===== src/rtl/dedicated_processor_counter_gen_if.sv =====
// Bundle of the control and result signals of dedicated_processor_counter_gen.
//   master : drives start/mode/limit/step/pause, observes out/busy/done/ovf
//   slave  : the counter itself
//   start  1      launch a run (honoured in IDLE or DONE)
//   mode   2      00 up, 01 down, 10 sum, 11 up
//   limit  WIDTH  terminal value, or N for the sum job
//   step   WIDTH  increment/decrement for up/down (0 behaves as 1)
//   pause  1      freezes a run in progress while high
//   out    WIDTH  registered count or accumulator
//   busy   1      run in progress
//   done   1      one-cycle completion pulse
//   ovf    1      sticky sum wrap flag
interface dedicated_processor_counter_gen_if #(
  parameter int WIDTH = 8
);
  logic             start;
  logic [1:0]       mode;
  logic [WIDTH-1:0] limit;
  logic [WIDTH-1:0] step;
  logic             pause;
  logic [WIDTH-1:0] out;
  logic             busy;
  logic             done;
  logic             ovf;

  modport master (
    output start, mode, limit, step, pause,
    input  out, busy, done, ovf
  );

  modport slave (
    input  start, mode, limit, step, pause,
    output out, busy, done, ovf
  );
endinterface


===== src/rtl/dedicated_processor_counter_gen.sv =====
// Programmable counter built as a small control FSM plus datapath.
// Each run counts up, counts down, or accumulates 1+2+..+N, with a
// programmable step, a pause input, a one-cycle done pulse and a sticky
// overflow flag for the sum job. With FREE_RUN=1 a finished run reloads
// itself from the latched settings, turning the block into a plain
// repeating counter.
// Ports:
//   clk  in  system clock, everything on the rising edge
//   rst  in  synchronous active-high reset, aborts any run
//   bus  slave modport of dedicated_processor_counter_gen_if
module dedicated_processor_counter_gen #(
  parameter int WIDTH    = 8,
  parameter bit FREE_RUN = 1'b0
) (
  input  logic                               clk,
  input  logic                               rst,
  dedicated_processor_counter_gen_if.slave   bus
);

  typedef enum logic [1:0] {
    S_IDLE = 2'd0,
    S_RUN  = 2'd1,
    S_DONE = 2'd2
  } state_e;

  localparam logic [1:0] MODE_DOWN = 2'b01;
  localparam logic [1:0] MODE_SUM  = 2'b10;
  localparam logic [WIDTH-1:0] ONE = {{(WIDTH-1){1'b0}}, 1'b1};

  state_e           state_q, state_d;
  logic [WIDTH-1:0] out_q, out_d;
  logic [WIDTH-1:0] idx_q, idx_d;
  logic [1:0]       mode_q, mode_d;
  logic [WIDTH-1:0] limit_q, limit_d;
  logic [WIDTH-1:0] step_q, step_d;
  logic             ovf_q, ovf_d;

  logic [WIDTH:0]   up_sum;
  logic [WIDTH:0]   acc_sum;
  logic [WIDTH-1:0] idx_inc;
  logic             load;
  logic [1:0]       load_mode;
  logic [WIDTH-1:0] load_limit;

  // State and datapath registers. Reset puts the block back in IDLE with a
  // cleared result, whatever it was doing.
  always_ff @(posedge clk) begin
    if (rst) begin
      state_q <= S_IDLE;
      out_q   <= '0;
      idx_q   <= '0;
      mode_q  <= '0;
      limit_q <= '0;
      step_q  <= '0;
      ovf_q   <= 1'b0;
    end else begin
      state_q <= state_d;
      out_q   <= out_d;
      idx_q   <= idx_d;
      mode_q  <= mode_d;
      limit_q <= limit_d;
      step_q  <= step_d;
      ovf_q   <= ovf_d;
    end
  end

  // Next-state and datapath update. A "load" starts a run, either from the
  // inputs (start) or from the latched settings (free-run reload); the
  // shared tail below sets the initial value and skips RUN for limit==0.
  // The edge that writes the final value also enters DONE, so done and
  // the final out appear together.
  always_comb begin
    state_d    = state_q;
    out_d      = out_q;
    idx_d      = idx_q;
    mode_d     = mode_q;
    limit_d    = limit_q;
    step_d     = step_q;
    ovf_d      = ovf_q;
    load       = 1'b0;
    load_mode  = mode_q;
    load_limit = limit_q;

    up_sum  = {1'b0, out_q} + {1'b0, step_q};
    acc_sum = {1'b0, out_q} + {1'b0, idx_q} + {1'b0, ONE};
    idx_inc = idx_q + ONE;

    case (state_q)
      S_IDLE: begin
        if (bus.start) begin
          load       = 1'b1;
          load_mode  = bus.mode;
          load_limit = bus.limit;
          mode_d     = bus.mode;
          limit_d    = bus.limit;
          step_d     = (bus.step == '0) ? ONE : bus.step;
          ovf_d      = 1'b0;
        end
      end
      S_RUN: begin
        if (!bus.pause) begin
          if (mode_q == MODE_SUM) begin
            idx_d = idx_inc;
            out_d = acc_sum[WIDTH-1:0];
            ovf_d = ovf_q | acc_sum[WIDTH];
            if (idx_inc == limit_q) state_d = S_DONE;
          end else if (mode_q == MODE_DOWN) begin
            if (out_q <= step_q) begin
              out_d   = '0;
              state_d = S_DONE;
            end else begin
              out_d = out_q - step_q;
            end
          end else begin
            // up, and the reserved mode which behaves as up; the extra
            // sum bit keeps a wrap from looking like a small value
            if (up_sum >= {1'b0, limit_q}) begin
              out_d   = limit_q;
              state_d = S_DONE;
            end else begin
              out_d = up_sum[WIDTH-1:0];
            end
          end
        end
      end
      S_DONE: begin
        if (FREE_RUN) begin
          load = 1'b1;
        end else if (bus.start) begin
          load       = 1'b1;
          load_mode  = bus.mode;
          load_limit = bus.limit;
          mode_d     = bus.mode;
          limit_d    = bus.limit;
          step_d     = (bus.step == '0) ? ONE : bus.step;
          ovf_d      = 1'b0;
        end else begin
          state_d = S_IDLE;
        end
      end
      default: state_d = S_IDLE;
    endcase

    if (load) begin
      out_d   = (load_mode == MODE_DOWN) ? load_limit : '0;
      idx_d   = '0;
      state_d = (load_limit == '0) ? S_DONE : S_RUN;
    end
  end

  // Outputs come straight from registers or from a decode of the state,
  // so nothing on the input side reaches them combinationally.
  always_comb begin
    bus.out  = out_q;
    bus.ovf  = ovf_q;
    bus.busy = (state_q == S_RUN);
    bus.done = (state_q == S_DONE);
  end

endmodule


===== src/flat_wrapper.sv =====
// flat-port wrapper written by rule: the top's interface ports become plain ports
module dedicated_processor_counter_gen_flat 
#(
  parameter int WIDTH    = 8,
  parameter bit FREE_RUN = 1'b0
)
  (clk, rst, bus_start, bus_mode, bus_limit, bus_step, bus_pause, bus_out, bus_busy, bus_done, bus_ovf);
  dedicated_processor_counter_gen_if #(.WIDTH(WIDTH)) bus_i ();
  input  logic clk;
  input  logic rst;
  input wire logic [$bits(bus_i.start)-1:0] bus_start;
  input wire logic [$bits(bus_i.mode)-1:0] bus_mode;
  input wire logic [$bits(bus_i.limit)-1:0] bus_limit;
  input wire logic [$bits(bus_i.step)-1:0] bus_step;
  input wire logic [$bits(bus_i.pause)-1:0] bus_pause;
  output wire logic [$bits(bus_i.out)-1:0] bus_out;
  output wire logic [$bits(bus_i.busy)-1:0] bus_busy;
  output wire logic [$bits(bus_i.done)-1:0] bus_done;
  output wire logic [$bits(bus_i.ovf)-1:0] bus_ovf;
  assign bus_i.start = bus_start;
  assign bus_i.mode = bus_mode;
  assign bus_i.limit = bus_limit;
  assign bus_i.step = bus_step;
  assign bus_i.pause = bus_pause;
  assign bus_out = bus_i.out;
  assign bus_busy = bus_i.busy;
  assign bus_done = bus_i.done;
  assign bus_ovf = bus_i.ovf;
  dedicated_processor_counter_gen #(.WIDTH(WIDTH), .FREE_RUN(FREE_RUN)) u_core (.clk(clk), .rst(rst), .bus(bus_i));
endmodule

===== config.mk =====
export PLATFORM = sky130hd
export DESIGN_NAME = dedicated_processor_counter_gen_flat
export DESIGN_NICKNAME = d
export VERILOG_FILES = /design/src/rtl/dedicated_processor_counter_gen_if.sv /design/src/rtl/dedicated_processor_counter_gen.sv /design/src/flat_wrapper.sv
export SDC_FILE = /design/constraint.sdc
export NUM_CORES = 1
export LEC_CHECK = 0
export CAP_MARGIN = 15
export CORE_ASPECT_RATIO = 1.1
export CORE_UTILIZATION = 54
export CTS_CLUSTER_SIZE = 8
export DETAILED_ROUTE_END_ITERATION = 10
export HOLD_SLACK_MARGIN = 0.02
export PLACE_DENSITY = 0.86
export SETUP_SLACK_MARGIN = 0.4
export SYNTH_ARGS = -nofsm -noshare
export SYNTH_HDL_FRONTEND = slang
export SYNTH_SLANG_ARGS = --single-unit
export TNS_END_PERCENT = 50

===== constraint.sdc =====
create_clock -name clk -period 4.6 [get_ports clk]
set_input_delay 0.69 -clock clk [delete_from_list [all_inputs] [get_ports clk]]
set_output_delay 0.69 -clock clk [all_outputs]
set_load 0.03 [all_outputs]

==> reports/results.txt <==
outcome: completed
H-tree Lvls: 2
Hold Path Depth: 2
Mapped Nets: 477
share of cells above drive strength 1: 6.05%
CTS tree: yes
Fmax: 259 MHz
worst setup path endpoint: u_core.bus.out[0]$_SDFFE_PP0P_
Pint: 0.735 mW
sequential share of the synthesized area: 22.8%
Ports: 33
routed vias/inst: 6.03
Diodes inserted: 0
R2R depth: 13
Cells after Synth: 419
Die Ht: 83.3 um
Reg clk slew, reported paths: 0.08 ns
ys flop type: dfxtp_1
YS warnings: 0
Max-Cap Viols: 0
Resize count post-CTS: 0
number of buffers added on ports: 32
antenna violations before repair: 0
# clock sinks: 37
core area: 5770 um2
number of synthesized flops with an enable pin: 0
Worst Hold Class: reg -> reg
CTS max path bufs: 2
RR Endpoint: u_core.bus.out[0]$_SDFFE_PP0P_
GR Overflow Total: 0
Pwr Density: 340 nW/um2
Starting Density: 56.2%
CTS Hold Bufs: 0
Root Driver: clkbuf_8
FF-to-FF Start: u_core.bus.out[1]$_SDFFE_PP0P_
DR vias: 3152
crit path launch: u_core.bus.out[1]$_SDFFE_PP0P_
drt initial violations: 340
Comb pwr share: 49.2%
final slew viol count: 0
FP Rows: 29
total CTS buffers: 5
first-pass GRT wire length: 14800 um
Area growth syn-to-layout: 14.0%
Die Area: 6320 um2
Routed wire per std cell: 16.9 um
Startpoint Class: register
largest net degree at the start of global routing: 33
Worst-Skew Late Latency: 0.30 ns
Placer Congestion: 0.930
WP data arrival: 4.05 ns
worst slew pin tran: 0.614 ns
fillers: 502
Sw Ratio: 41.5%
Netlist cell types: 68
Routed WL: 8850 um
CP Data Required Time: 4.79 ns
setup violators final: 0
Peak VDD IR: 0.229 mV
Slew headroom: 59.0%
die span in x: 75.9 um
area of the multi-input gates: 2310 um2
DR DRC count: 0
P_leak: 1.52 nW
Seq cells post-synth: 37
TNS Setup: 0 ns
global-route usage over all layers: 30.4%
CP endpoint kind: register
Hold Vio Cnt, Final: 0
Setup CP Type: reg -> reg
DRT antenna net count: 0
clock skew: 0.00683 ns
asr flop ratio synth: 0%
drt pass-1 iters: 5
period utilization: 83.8%
Register-to-Register Setup Slack: 0.74 ns
sequential fraction of design power: 30.6%
Mapped Avg Cell Area: 7.74 um2
RSZ-0062 raised after global routing: no
vias in the first global route: 3033
synthesized cell area: 3240 um2
overall power: 1.26 mW
Clock Power Share: 20.3%
placed wire-length estimate: 6730 um
Psw: 0.522 mW
Final Critical Period: 3.86 ns
FF/Latch Area: 741 um2
setup bufs post-CTS: 0
Layout Nets: 503
largest fanout on the critical path: 12
## layout make-up
cell class,instances,area share (%)
multi-input cells,339,62.6
flip-flops and latches,37,20.0
repair buffers,36,9.48
inverters,26,2.64
well taps,77,2.61
clock buffers,6,2.24
clock inverters,2,0.373
## metrics by stage
stage,setup slack [ns],instance area (um2),utilization (%),instances,hold WS [ns]
2_1_floorplan,1.04,3240,-,419,0.453
3_3_place_gp,1.03,3600,62.4,515,0.442
3_5_place_dp,0.835,3600,62.4,515,0.470
4_1_cts,0.795,3690,64.0,523,0.481
5_1_grt,0.478,3690,64.0,523,0.507
6_report,0.743,3690,64.0,523,0.475
## worst max-delay path, cell delays in order, from the launching register on
cell       delay [ns]
dfxtp_1          0.61
ha_1             0.35
nand2b_1         0.17
a221oi_1         0.40
o311a_1          0.24
xnor2_1          0.15
ha_1             0.29
and3_1           0.20
o21ai_0          0.07
o21ai_0          0.10
and3b_4          0.42
a21oi_1          0.11
o221a_1          0.27
a2111oi_2        0.35
## cell usage after synthesis, types with 3 or more instances
cell	n	area share [%]
a211oi_1	8	1.9
a21o_1	7	1.6
a21oi_1	49	7.6
a22oi_1	3	0.69
a31oi_1	4	0.77
and3_1	3	0.58
buf_2	3	0.46
clkbuf_1	8	0.93
dfxtp_1	37	23
fa_1	3	1.9
ha_1	33	13
inv_1	26	3.0
mux2i_1	4	1.2
nand2_1	56	6.5
nand2b_1	5	0.96
nand3_1	8	1.2
nor2_1	34	3.9
nor2b_1	7	1.4
nor3_1	9	1.4
nor3b_1	4	0.93
nor4_1	6	1.2
o2111ai_1	3	0.81
o21ai_0	15	2.3
or3_1	4	0.77
xnor2_1	15	4.1
xor2_1	14	3.8
## placed cells by master (no fill, tap or decap), types with 2 or more instances in the layout
| cell type | netlist | layout |
|---|---|---|
| nand2_1 | 56 | 56 |
| a21oi_1 | 49 | 49 |
| dfxtp_1 | 37 | 37 |
| nor2_1 | 34 | 34 |
| ha_1 | 33 | 33 |
| clkdlybuf4s50_1 | 0 | 32 |
| inv_1 | 26 | 26 |
| o21ai_0 | 15 | 15 |
| xnor2_1 | 15 | 15 |
| xor2_1 | 14 | 14 |
| nor3_1 | 9 | 9 |
| nand3_1 | 8 | 8 |
| a211oi_1 | 8 | 8 |
| nor2b_1 | 7 | 7 |
| a21o_1 | 7 | 7 |
| nor4_1 | 6 | 6 |
| clkbuf_8 | 0 | 6 |
| nand2b_1 | 5 | 5 |
| nor3b_1 | 4 | 4 |
| or3_1 | 4 | 4 |
| a31oi_1 | 4 | 4 |
| mux2i_1 | 4 | 4 |
| buf_4 | 2 | 4 |
| and3_1 | 3 | 3 |
| a22oi_1 | 3 | 3 |
| o2111ai_1 | 3 | 3 |
| fa_1 | 3 | 3 |
| o31ai_1 | 2 | 2 |
| nand4_1 | 2 | 2 |
| o211ai_1 | 2 | 2 |
| nand3b_1 | 2 | 2 |
| o221a_1 | 2 | 2 |
| o32ai_1 | 2 | 2 |
## logic make-up (layout without fill, tap and decap cells)
family | Yosys count | count (layout) | share of synthesized area [%]
flops | 37 | 37 | 22.8
compound gates | 119 | 119 | 24.8
fa+ha+maj | 37 | 37 | 14.9
buf+inv | 43 | 70 | 5.79
mux | 5 | 5 | 1.58
xor+xnor | 29 | 29 | 7.84
simple gates | 149 | 149 | 22.2
## routing by layer
metal	track usage (%)	vias up	routed length, um
met4	11.4	0	310
met1	40.2	1460	3910
met2	48.8	119	4110
li1	-	1547	-
met3	4.61	26	524
met5	0	-	0
## power by group through the flow
stage / clock [mW] / sequential, mW / combinational, mW
2_1_floorplan: 0 / 0.398 / 0.452
3_3_place_gp: 0 / 0.389 / 0.589
3_5_place_dp: 0 / 0.392 / 0.603
4_1_cts: 0.258 / 0.384 / 0.607
5_1_grt: 0.267 / 0.389 / 0.675
6_report: 0.255 / 0.385 / 0.618
## state kept, by name (all words and copies together), names as in the netlist
register and count:
u_core.bus.out 8, u_core.bus.ovf 1, u_core.idx_q 8, u_core.limit_q 8, u_core.mode_q 2, u_core.state_q 2, u_core.step_q 8
## how the worst min path moves through the flow
stage | from | to | slack, ns
floorplan | u_core.step_q[2]$_SDFFE_PP0P_ | u_core.step_q[2]$_SDFFE_PP0P_ | 0.45
global placement | u_core.bus.ovf$_SDFFE_PP0P_ | u_core.bus.ovf$_SDFFE_PP0P_ | 0.44
detailed placement | u_core.step_q[2]$_SDFFE_PP0P_ | u_core.step_q[2]$_SDFFE_PP0P_ | 0.47
CTS | u_core.step_q[2]$_SDFFE_PP0P_ | u_core.step_q[2]$_SDFFE_PP0P_ | 0.48
global route | u_core.step_q[2]$_SDFFE_PP0P_ | u_core.step_q[2]$_SDFFE_PP0P_ | 0.51
finish | u_core.step_q[2]$_SDFFE_PP0P_ | u_core.step_q[2]$_SDFFE_PP0P_ | 0.48
No activity file was read; power rests on OpenSTA's default activity.
